### src/rtl/rr_decode_arbiter.sv
// ---------------------------------------------------------------------------
// rr_decode_arbiter
//   Round-robin arbiter in front of an 8-way (3-to-8) decoded resource.
//   One requester at a time owns the resource. The grant is held until the
//   owner pulses done or drops its request. Every release is followed by a
//   one-cycle idle bubble, and priority then rotates to the index after the
//   released owner.
//
//   Optional feature: define ARB_TIMEOUT_EN to add a 16-bit hold counter.
//   With it, a grant held for MAX_HOLD cycles is forcibly released and
//   timeout pulses for one cycle. Without it, timeout is constant 0.
//
// Parameters
//   MAX_HOLD      maximum grant length in cycles with ARB_TIMEOUT_EN (2..65535)
//
// Ports
//   clk           system clock, rising edge
//   rst_n         asynchronous active-low reset
//   req[7:0]      level requests, held until served
//   done          owner finished, only looked at while a grant is active
//   grant_valid   a grant is active
//   grant_idx     encoded owner index, 0 when idle
//   grant_onehot  decoded owner, 8'h00 when idle
//   timeout       one-cycle pulse after a forced release
// ---------------------------------------------------------------------------
module rr_decode_arbiter #(
   parameter int MAX_HOLD = 16
) (
   input  logic       clk,
   input  logic       rst_n,
   input  logic [7:0] req,
   input  logic       done,
   output logic       grant_valid,
   output logic [2:0] grant_idx,
   output logic [7:0] grant_onehot,
   output logic       timeout
);

   typedef enum logic [0:0] {
      ST_IDLE  = 1'b0,
      ST_GRANT = 1'b1
   } state_t;

   // Catch an out-of-range hold limit at elaboration time.
   if ((MAX_HOLD < 2) || (MAX_HOLD > 65535)) begin : g_bad_max_hold
      $error("rr_decode_arbiter: MAX_HOLD out of range 2..65535");
   end

   // First set request bit, searching ptr, ptr+1, ..., ptr+7 (mod 8).
   function automatic logic [2:0] rr_pick(input logic [7:0] r, input logic [2:0] p);
      logic [2:0] idx;
      logic       found;
      rr_pick = p;
      found   = 1'b0;
      for (int i = 0; i < 8; i++) begin
         idx = p + 3'(i);
         if (!found && r[idx]) begin
            rr_pick = idx;
            found   = 1'b1;
         end else begin
            found   = found;
         end
      end
   endfunction

   // 3-to-8 decode of the owner index.
   function automatic logic [7:0] dec3to8(input logic [2:0] idx);
      dec3to8 = 8'h01 << idx;
   endfunction

   state_t     state_q, state_d;
   logic [2:0] ptr_q, ptr_d;
   logic       grant_valid_q, grant_valid_d;
   logic [2:0] grant_idx_q, grant_idx_d;
   logic [7:0] grant_onehot_q, grant_onehot_d;
   logic       release_s;
   logic [2:0] pick_s;

`ifdef ARB_TIMEOUT_EN
   localparam logic [15:0] HOLD_LAST = 16'(MAX_HOLD - 1);
   logic [15:0] hold_cnt_q, hold_cnt_d;
   logic        timeout_q, timeout_d;
`endif

   // Release condition and the next candidate owner.
   always_comb begin
      release_s = done | ~req[grant_idx_q];
      pick_s    = rr_pick(req, ptr_q);
   end

   // Next-state and next-output computation.
   always_comb begin
      state_d        = state_q;
      ptr_d          = ptr_q;
      grant_valid_d  = grant_valid_q;
      grant_idx_d    = grant_idx_q;
      grant_onehot_d = grant_onehot_q;
`ifdef ARB_TIMEOUT_EN
      hold_cnt_d     = hold_cnt_q;
      timeout_d      = 1'b0;
`endif
      case (state_q)
         ST_IDLE: begin
            if (req != 8'h00) begin
               state_d        = ST_GRANT;
               grant_valid_d  = 1'b1;
               grant_idx_d    = pick_s;
               grant_onehot_d = dec3to8(pick_s);
`ifdef ARB_TIMEOUT_EN
               hold_cnt_d     = 16'h0000;
`endif
            end else begin
               grant_valid_d  = 1'b0;
               grant_idx_d    = 3'd0;
               grant_onehot_d = 8'h00;
            end
         end
         ST_GRANT: begin
            // done and withdrawal together are one release; a normal release
            // also wins over a timeout on the same edge.
            if (release_s) begin
               state_d        = ST_IDLE;
               ptr_d          = grant_idx_q + 3'd1;
               grant_valid_d  = 1'b0;
               grant_idx_d    = 3'd0;
               grant_onehot_d = 8'h00;
`ifdef ARB_TIMEOUT_EN
            end else if (hold_cnt_q == HOLD_LAST) begin
               state_d        = ST_IDLE;
               ptr_d          = grant_idx_q + 3'd1;
               grant_valid_d  = 1'b0;
               grant_idx_d    = 3'd0;
               grant_onehot_d = 8'h00;
               timeout_d      = 1'b1;
            end else begin
               hold_cnt_d     = hold_cnt_q + 16'd1;
`else
            end else begin
               state_d        = ST_GRANT;
`endif
            end
         end
         default: begin
            state_d        = ST_IDLE;
            ptr_d          = 3'd0;
            grant_valid_d  = 1'b0;
            grant_idx_d    = 3'd0;
            grant_onehot_d = 8'h00;
         end
      endcase
   end

   // State, rotate pointer and registered outputs.
   always_ff @(posedge clk or negedge rst_n) begin
      if (!rst_n) begin
         state_q        <= ST_IDLE;
         ptr_q          <= 3'd0;
         grant_valid_q  <= 1'b0;
         grant_idx_q    <= 3'd0;
         grant_onehot_q <= 8'h00;
`ifdef ARB_TIMEOUT_EN
         hold_cnt_q     <= 16'h0000;
         timeout_q      <= 1'b0;
`endif
      end else begin
         state_q        <= state_d;
         ptr_q          <= ptr_d;
         grant_valid_q  <= grant_valid_d;
         grant_idx_q    <= grant_idx_d;
         grant_onehot_q <= grant_onehot_d;
`ifdef ARB_TIMEOUT_EN
         hold_cnt_q     <= hold_cnt_d;
         timeout_q      <= timeout_d;
`endif
      end
   end

   assign grant_valid  = grant_valid_q;
   assign grant_idx    = grant_idx_q;
   assign grant_onehot = grant_onehot_q;
`ifdef ARB_TIMEOUT_EN
   assign timeout      = timeout_q;
`else
   assign timeout      = 1'b0;
`endif

endmodule

### config.mk
export PLATFORM = sky130hd
export DESIGN_NAME = rr_decode_arbiter
export DESIGN_NICKNAME = d
export VERILOG_FILES = /design/src/rtl/rr_decode_arbiter.sv
export SDC_FILE = /design/constraint.sdc
export NUM_CORES = 1
export LEC_CHECK = 0
export CAP_MARGIN = 20
export CORE_ASPECT_RATIO = 0.8
export CORE_MARGIN = 1
export CORE_UTILIZATION = 40
export DETAILED_ROUTE_END_ITERATION = 8
export PLACE_DENSITY = 0.66
export SKIP_CTS_REPAIR_TIMING = 1
export SLEW_MARGIN = 5
export SYNTH_ARGS = -nofsm -noshare
export SYNTH_HDL_FRONTEND = slang
export SYNTH_SLANG_ARGS = --single-unit
### constraint.sdc
create_clock -name clk -period 4.7 [get_ports clk]
set_clock_uncertainty 0.2 [all_clocks]
set_input_delay 0.47 -clock clk [delete_from_list [all_inputs] [get_ports clk]]
set_output_delay 0.47 -clock clk [all_outputs]
set_load 0.02 [all_outputs]
==> results of run 1 <==
[cells in the final DEF (no fill, tap or decap), types with 3 or more instances in the layout]
cell type / instances
sky130_fd_sc_hd__nor2_1: 7
sky130_fd_sc_hd__xnor2_1: 4
sky130_fd_sc_hd__inv_1: 6
sky130_fd_sc_hd__buf_4: 3
sky130_fd_sc_hd__ha_1: 3
sky130_fd_sc_hd__o21ai_0: 9
sky130_fd_sc_hd__o31ai_1: 4
sky130_fd_sc_hd__clkbuf_8: 4
sky130_fd_sc_hd__a32o_1: 4
sky130_fd_sc_hd__nand2b_1: 3
sky130_fd_sc_hd__mux4_2: 7
sky130_fd_sc_hd__clkdlybuf4s50_1: 22
sky130_fd_sc_hd__nand2_1: 19
sky130_fd_sc_hd__dfrtp_1: 16
sky130_fd_sc_hd__nor3_1: 3
sky130_fd_sc_hd__nor2b_1: 3
sky130_fd_sc_hd__nand3b_1: 3
sky130_fd_sc_hd__mux4_1: 7
sky130_fd_sc_hd__mux2i_1: 9
[kinds of logic (layout without fill, tap and decap cells)]
kind of cell | count (synthesis) | in the layout
AND/OR/NAND/NOR | 45 | 45
AO/OA/AOI/OAI | 39 | 39
multiplexers | 27 | 27
flip-flops | 16 | 16
buffers and inverters | 15 | 35
XOR/XNOR | 5 | 5
adder cells (fa/ha/maj) | 3 | 3
other | 1 | 1
[state kept, by name, summed over array words and instances (netlist names)]
signal / cells
grant_onehot: 8
grant_idx: 3
ptr_q: 3
grant_valid: 1
state_q: 1
[final timing paths]
path / startpoint / end / slack [ps]
max reg2reg: ptr_q[0] / grant_onehot[0] / 1180
min in group asynchronous: rst_n / grant_onehot[4] / 440
max in group asynchronous: rst_n / grant_onehot[1] / 3440
max: ptr_q[0] / grant_onehot[0] / 1180
min reg2reg: grant_valid / grant_valid / 270
min: grant_valid / grant_valid / 270
[worst max-delay path: cells and delay by family, from the launching register on]
| kind | cells | cell delay (ps) |
|---|---|---|
| AO/OA/AOI/OAI | 4 | 920 |
| adder cells (fa/ha/maj) | 1 | 630 |
| buffers and inverters | 1 | 90 |
| flip-flops | 1 | 350 |
| multiplexers | 2 | 1010 |
| AND/OR/NAND/NOR | 1 | 260 |
[area by class of cell]
cell class	count	area [um^2]	area share, %
clock buffers	4	55.1	2.94
inverters	6	22.5	1.20
multi-input cells	120	1080	58.0
flip-flops and latches	16	400	21.4
well taps	52	65.1	3.48
repair buffers	25	243	13.0
[per-layer routing]
layer | track usage (%) | routed length, um
met1 | 27.4 | 1710
met2 | 28.6 | 1760
met5 | 0 | 0
met3 | 3.30 | 217
met4 | 6.72 | 29
[power groups by stage]
stage | clock [mW] | combinational, mW | sequential [mW]
final | 0.119 | 1.22 | 0.236
after global placement | 0 | 1.19 | 0.235
after detailed placement | 0 | 1.21 | 0.239
after global routing | 0.131 | 1.32 | 0.242
after CTS | 0.125 | 1.22 | 0.235
after floorplan | 0 | 0.956 | 0.258
==> insert_results.sql, run 1 <==
INSERT INTO impl_metrics (metric_group, metric, value, unit) VALUES
('logic_synthesis', 'yosys.area.top_type_share', '25.5', '%'),
('floorplan', 'core_area', '3590', 'um^2'),
('floorplan', 'std_cell_rows', '19', ''),
('clock_network', 'clk_path_buf_depth', '2', ''),
('timing', 'top_achievable_clock_speed', '0.284', 'GHz'),
('timing', 'grt_setup_unrepaired', 'no', ''),
('logic_synthesis', 'synth_edf_count', '0', ''),
('timing', 'finalWorstSetupSlack', '1180', 'ps'),
('logic_synthesis', 'synth_most_common_cell', 'sky130_fd_sc_hd__nand2_1', ''),
('global_routing', 'antenna_found_initial', '0', ''),
('finish', 'fillCellCount', '315', ''),
('finish', 'finish.net_count', '186', ''),
('placed_design', 'placed_cell_area', '1820', 'um^2'),
('clock_network', 'clkSinkCount', '16', ''),
('setup_path', 'worst-endpoint-required', '4680', 'ps'),
('global_routing', 'grt_use_total', '18.9', '%'),
('logic_synthesis', 'synth-adder-area-share', '2.39', '%'),
('timing', 'final-hold-violation-count', '0', ''),
('setup_path', 'timing.critical_path.slowest_cell_delay', '720', 'ps'),
('timing', 'final_max_slew_viol_count', '0', ''),
('logic_synthesis', 'synthArstFlopShare', '100', '%'),
('logic_synthesis', 'postSynthRegisterBits', '16', ''),
('floorplan', 'chipHeight', '58.1', 'um'),
('timing', 'fin_setup_tns', '0', 'ps'),
('pwr', 'p_leak', '0.728', 'nW'),
('finish', 'drive_above_1_share', '13.5', '%'),
('pwr', 'power.share.clock', '7.6', '%'),
('logic_synthesis', 'synth.largest_area_cell', 'sky130_fd_sc_hd__dfrtp_1', ''),
('finish', 'area_growth_syn_to_layout', '19.0', '%'),
('status', 'outcome', 'complete, no violations', ''),
('setup_path', 'timing.reg2reg.worst_path_depth', '9', ''),
('global_routing', 'grt_max_degree', '17', ''),
('placed_design', 'gp_congestion', '0.937', ''),
('placed_design', 'dp_cells', '219', ''),
('pwr', 'pwr_density_cell', '844', 'nW/um^2'),
('global_routing', 'grt_pass1_wl', '6110', 'um'),
('placed_design', 'place_hpwl', '2870', 'um'),
('floorplan', 'total_die_area', '4180', 'um^2'),
('routing', 'post-route-drc-count', '0', ''),
('floorplan', 'fp.dieW', '72.1', 'um'),
('setup_path', 'worstPathCellList', 'inv_1 > ha_1 > mux4_1 > mux2i_2 > nor2b_1 > o21ai_0 > a32oi_1 > o32a_1 > a32o_1', ''),
('clock_network', 'clkSlewWorstSetupHoldPaths', '60', 'ps'),
('setup_path', 'cp-start-kind', 'flip-flop', ''),
('setup_path', 'cp_data_arrival_time', '3510', 'ps'),
('timing', 'setup_viol', '0', ''),
('pwr', 'power.combinational.fraction', '77.5', '%'),
('pwr', 'netSwitchingPower', '0.772', 'mW'),
('timing', 'post_layout_minimum_cycle_time', '3520', 'ps'),
('floorplan', 'count_of_boundary_i_o_pins', '24', ''),
('logic_synthesis', 'yosysSeqAreaShare', '25.5', '%'),
('clock_network', 'cts_tree', 'done', ''),
('logic_synthesis', 'synth-compound-area-share', '19.1', '%'),
('logic_synthesis', 'post_synth_inst_count', '151', ''),
('finish', 'instances_no_fill', '223', ''),
('pwr', 'power.share.sequential', '14.9', '%'),
('logic_synthesis', 'syn-num-nets', '165', ''),
('pwr', 'p_sw_share', '48.9', '%'),
('timing', 'final.period_utilization', '75.0', '%'),
('timing', 'tightest_pin_transition', '678', 'ps'),
('setup_path', 'crit_slowest_cell', 'sky130_fd_sc_hd__mux4_1', ''),
('logic_synthesis', 'post_synth_and_or_nand_nor_area_fraction', '13.8', '%'),
('routing', 'vias_after_detailed_routing', '1347', ''),
('timing', 'maxSlewHeadroom', '54.7', '%'),
('global_routing', 'grt_pass1_vias', '1248', ''),
('hold_path', 'hold_path_depth', '2', ''),
('routing', 'number_of_detailed_routing_iterations_run_before_antenna_repair', '4', ''),
('clock_network', 'cts_root_buf', 'sky130_fd_sc_hd__clkbuf_8', ''),
('setup_path', 'critical_path_peak_fanout', '13', ''),
('clock_network', 'htreeDepth', '1', ''),
('routing', 'routed_wire_length_per_instance', '16.7', 'um'),
('hold_path', 'worst_hold_path_type', 'reg2reg', '');
Power figures use the tool's default switching activity.
==> inputs of run 2 (changes only) <==
==> constraint.sdc (replaced) <==
create_clock -name clk -period 3.7 [get_ports clk]
set_clock_uncertainty 0.2 [all_clocks]
set_input_delay 0.37 -clock clk [delete_from_list [all_inputs] [get_ports clk]]
set_output_delay 0.37 -clock clk [all_outputs]
set_load 0.02 [all_outputs]
==> run 2 against run 1 <==
Wire length did not move. Power up 27%. Count of clock-buffer cells in the layout unchanged.
==> insert_results.sql, run 2 (same netlist as run 1, synthesis figures left out) <==
INSERT INTO impl_metrics (metric_group, metric, value, unit) VALUES
('status', 'outcome', 'complete, no violations', ''),
('timing', 'tightest_pin_transition', '726', 'ps'),
('floorplan', 'initial_utilization', '43.8', '%'),
('timing', 'grt_setup_unrepaired', 'no', ''),
('routing', 'post_route_ant_nets', '0', ''),
('pwr', 'vdd_drop_max', '517', 'uV'),
('global_routing', 'met3_global_route_usage', '3.48', '%'),
('clock_network', 'tritoncts.num_buffers', '3', ''),
('pwr', 'pwr_density_cell', '1070', 'nW/um^2'),
('global_routing', 'grt_pass1_wl', '6020', 'um'),
('placed_design', 'numPortBuffers', '22', ''),
('floorplan', 'chipHeight', '58.1', 'um'),
('floorplan', 'core_area', '3590', 'um^2'),
('global_routing', 'grt_use_total', '19.0', '%'),
('setup_path', 'worst-endpoint-required', '3680', 'ps'),
('timing', 'maxSlewHeadroom', '51.5', '%'),
('floorplan', 'std_cell_rows', '19', ''),
('finish', 'total_inserted_antenna_cells', '0', ''),
('global_routing', 'overflow', '0', ''),
('setup_path', 'crit_slowest_cell', 'sky130_fd_sc_hd__mux4_1', ''),
('timing', 'fin_hold_ws', '281', 'ps'),
('routing', 'vias_after_detailed_routing', '1359', ''),
('clock_network', 'clkSlewWorstSetupHoldPaths', '60', 'ps'),
('timing', 'top_achievable_clock_speed', '0.304', 'GHz'),
('placed_design', 'placed_cell_area', '1820', 'um^2'),
('timing', 'final_max_slew_viol_count', '0', ''),
('pwr', 'p_leak', '0.727', 'nW'),
('clock_network', 'clk_path_buf_depth', '2', ''),
('clock_network', 'cts_root_buf', 'sky130_fd_sc_hd__clkbuf_8', ''),
('routing', 'post-route-drc-count', '0', ''),
('clock_network', 'insertion_delay', '250', 'ps'),
('global_routing', 'grt_busiest_layer', 'met2', ''),
('clock_network', 'cts_tree', 'done', ''),
('finish', 'largest_register_ff_count', '8', ''),
('global_routing', 'globalRouteMet2Util', '28.3', '%'),
('run', 'drv_cap', '0', ''),
('finish', 'mostFrequentLayoutCells', '22 x sky130_fd_sc_hd__clkdlybuf4s50_1, 19 x sky130_fd_sc_hd__nand2_1, 16 x sky130_fd_sc_hd__dfrtp_1', ''),
('global_routing', 'antenna_found_initial', '0', ''),
('timing', 'final-hold-violation-count', '0', ''),
('pwr', 'power', '2.00', 'mW'),
('setup_path', 'critPathCaptureType', 'flip-flop', ''),
('hold_path', 'worst_hold_path_type', 'reg2reg', ''),
('clock_network', 'clkSinkCount', '16', ''),
('floorplan', 'fp.dieW', '72.1', 'um'),
('routing', 'number_of_detailed_routing_iterations_run_before_antenna_repair', '4', ''),
('finish', 'finish.net_count', '186', ''),
('setup_path', 'cp-start-kind', 'flip-flop', ''),
('placed_design', 'place_hpwl', '2870', 'um'),
('global_routing', 'grt_max_degree', '17', ''),
('timing', 'final.period_utilization', '88.9', '%'),
('placed_design', 'gp_congestion', '0.869', ''),
('setup_path', 'timing.setup.critical_path_class', 'reg2reg', ''),
('timing', 'post_layout_minimum_cycle_time', '3290', 'ps'),
('routing', 'vias_per_cell', '6.09', ''),
('clock_network', 'htreeDepth', '1', ''),
('finish', 'drive_above_1_share', '14.0', '%'),
('floorplan', 'total_die_area', '4180', 'um^2'),
('setup_path', 'timing.critical_path.slowest_cell_delay', '670', 'ps'),
('floorplan', 'count_of_boundary_i_o_pins', '24', ''),
('routing', 'initialDrtViolationCount', '108', ''),
('global_routing', 'global_route_met1_usage', '27.7', '%'),
('global_routing', 'grt_pass1_vias', '1232', ''),
('finish', 'layout_commonest_cell', 'sky130_fd_sc_hd__clkdlybuf4s50_1', ''),
('timing', 'setup_viol', '0', ''),
('finish', 'area_growth_syn_to_layout', '19.2', '%'),
('setup_path', 'worstPathCellList', 'inv_1 > ha_2 > mux4_1 > mux2i_2 > nor2b_1 > o21ai_0 > a32oi_1 > o32a_1 > a32o_1', ''),
('setup_path', 'cp_data_arrival_time', '3270', 'ps'),
('routing', 'routed_wire_length_per_instance', '16.7', 'um'),
('setup_path', 'critical_path_peak_fanout', '13', ''),
('timing', 'fin_setup_tns', '0', 'ps'),
('finish', 'post-route-cell-area', '1870', 'um^2'),
('routing', 'routed_wl', '3710', 'um');
## run 2: layer usage
| metal | vias up | wire (um) | share of wire [%] |
|---|---|---|---|
| met2 | 36 | 1730 | 47 |
| li1 | 634 | - | - |
| met4 | 0 | 63 | 1.7 |
| met5 | - | 0 | 0 |
| met1 | 681 | 1760 | 47 |
| met3 | 8 | 153 | 4.1 |
## run 2: path summary, 6_finish.rpt
path	startpoint	endpoint	slack, ps	depth (start not counted)
setup / recovery	ptr_q[0]	grant_onehot[1]	410	9
hold / removal	grant_valid	grant_valid	280	2
setup reg to reg	ptr_q[0]	grant_onehot[1]	410	9
hold reg to reg	grant_valid	grant_valid	280	2
max in group asynchronous	rst_n	grant_onehot[3]	2490	1
min in group asynchronous	rst_n	grant_onehot[0]	350	1
## run 2: area by class of cell
type | instances | area (um^2)
Tap cell | 52 | 65.1
Multi-Input combinational cell | 120 | 1090
Fill cell | 316 | 1720
Sequential cell | 16 | 400
Clock buffer | 4 | 55.1
Timing Repair Buffer | 25 | 243
Inverter | 6 | 22.5
## run 2: worst max-delay path: cells and delay by family (launching register included)
kind	cells	cell delay, ps
multiplexers	2	960
AO/OA/AOI/OAI	4	870
adder cells (fa/ha/maj)	1	510
flip-flops	1	340
AND/OR/NAND/NOR	1	250
buffers and inverters	1	80
## run 2: where the power goes
| group | total (mW) | internal (mW) | switching, mW | leakage [nW] |
|---|---|---|---|---|
| logic | 1.55 | 0.695 | 0.857 | 0.489 |
| registers | 0.297 | 0.239 | 0.0579 | 0.209 |
| clock network | 0.153 | 0.0944 | 0.0589 | 0.0288 |
## run 2: stage by stage
stage	std cells	util [%]	setup slack, ps
floorplan	151	-	394
global placement	219	50.6	260
detailed placement	219	50.6	231
CTS	223	52.1	308
global route	223	52.2	98.2
finish	223	52.2	409
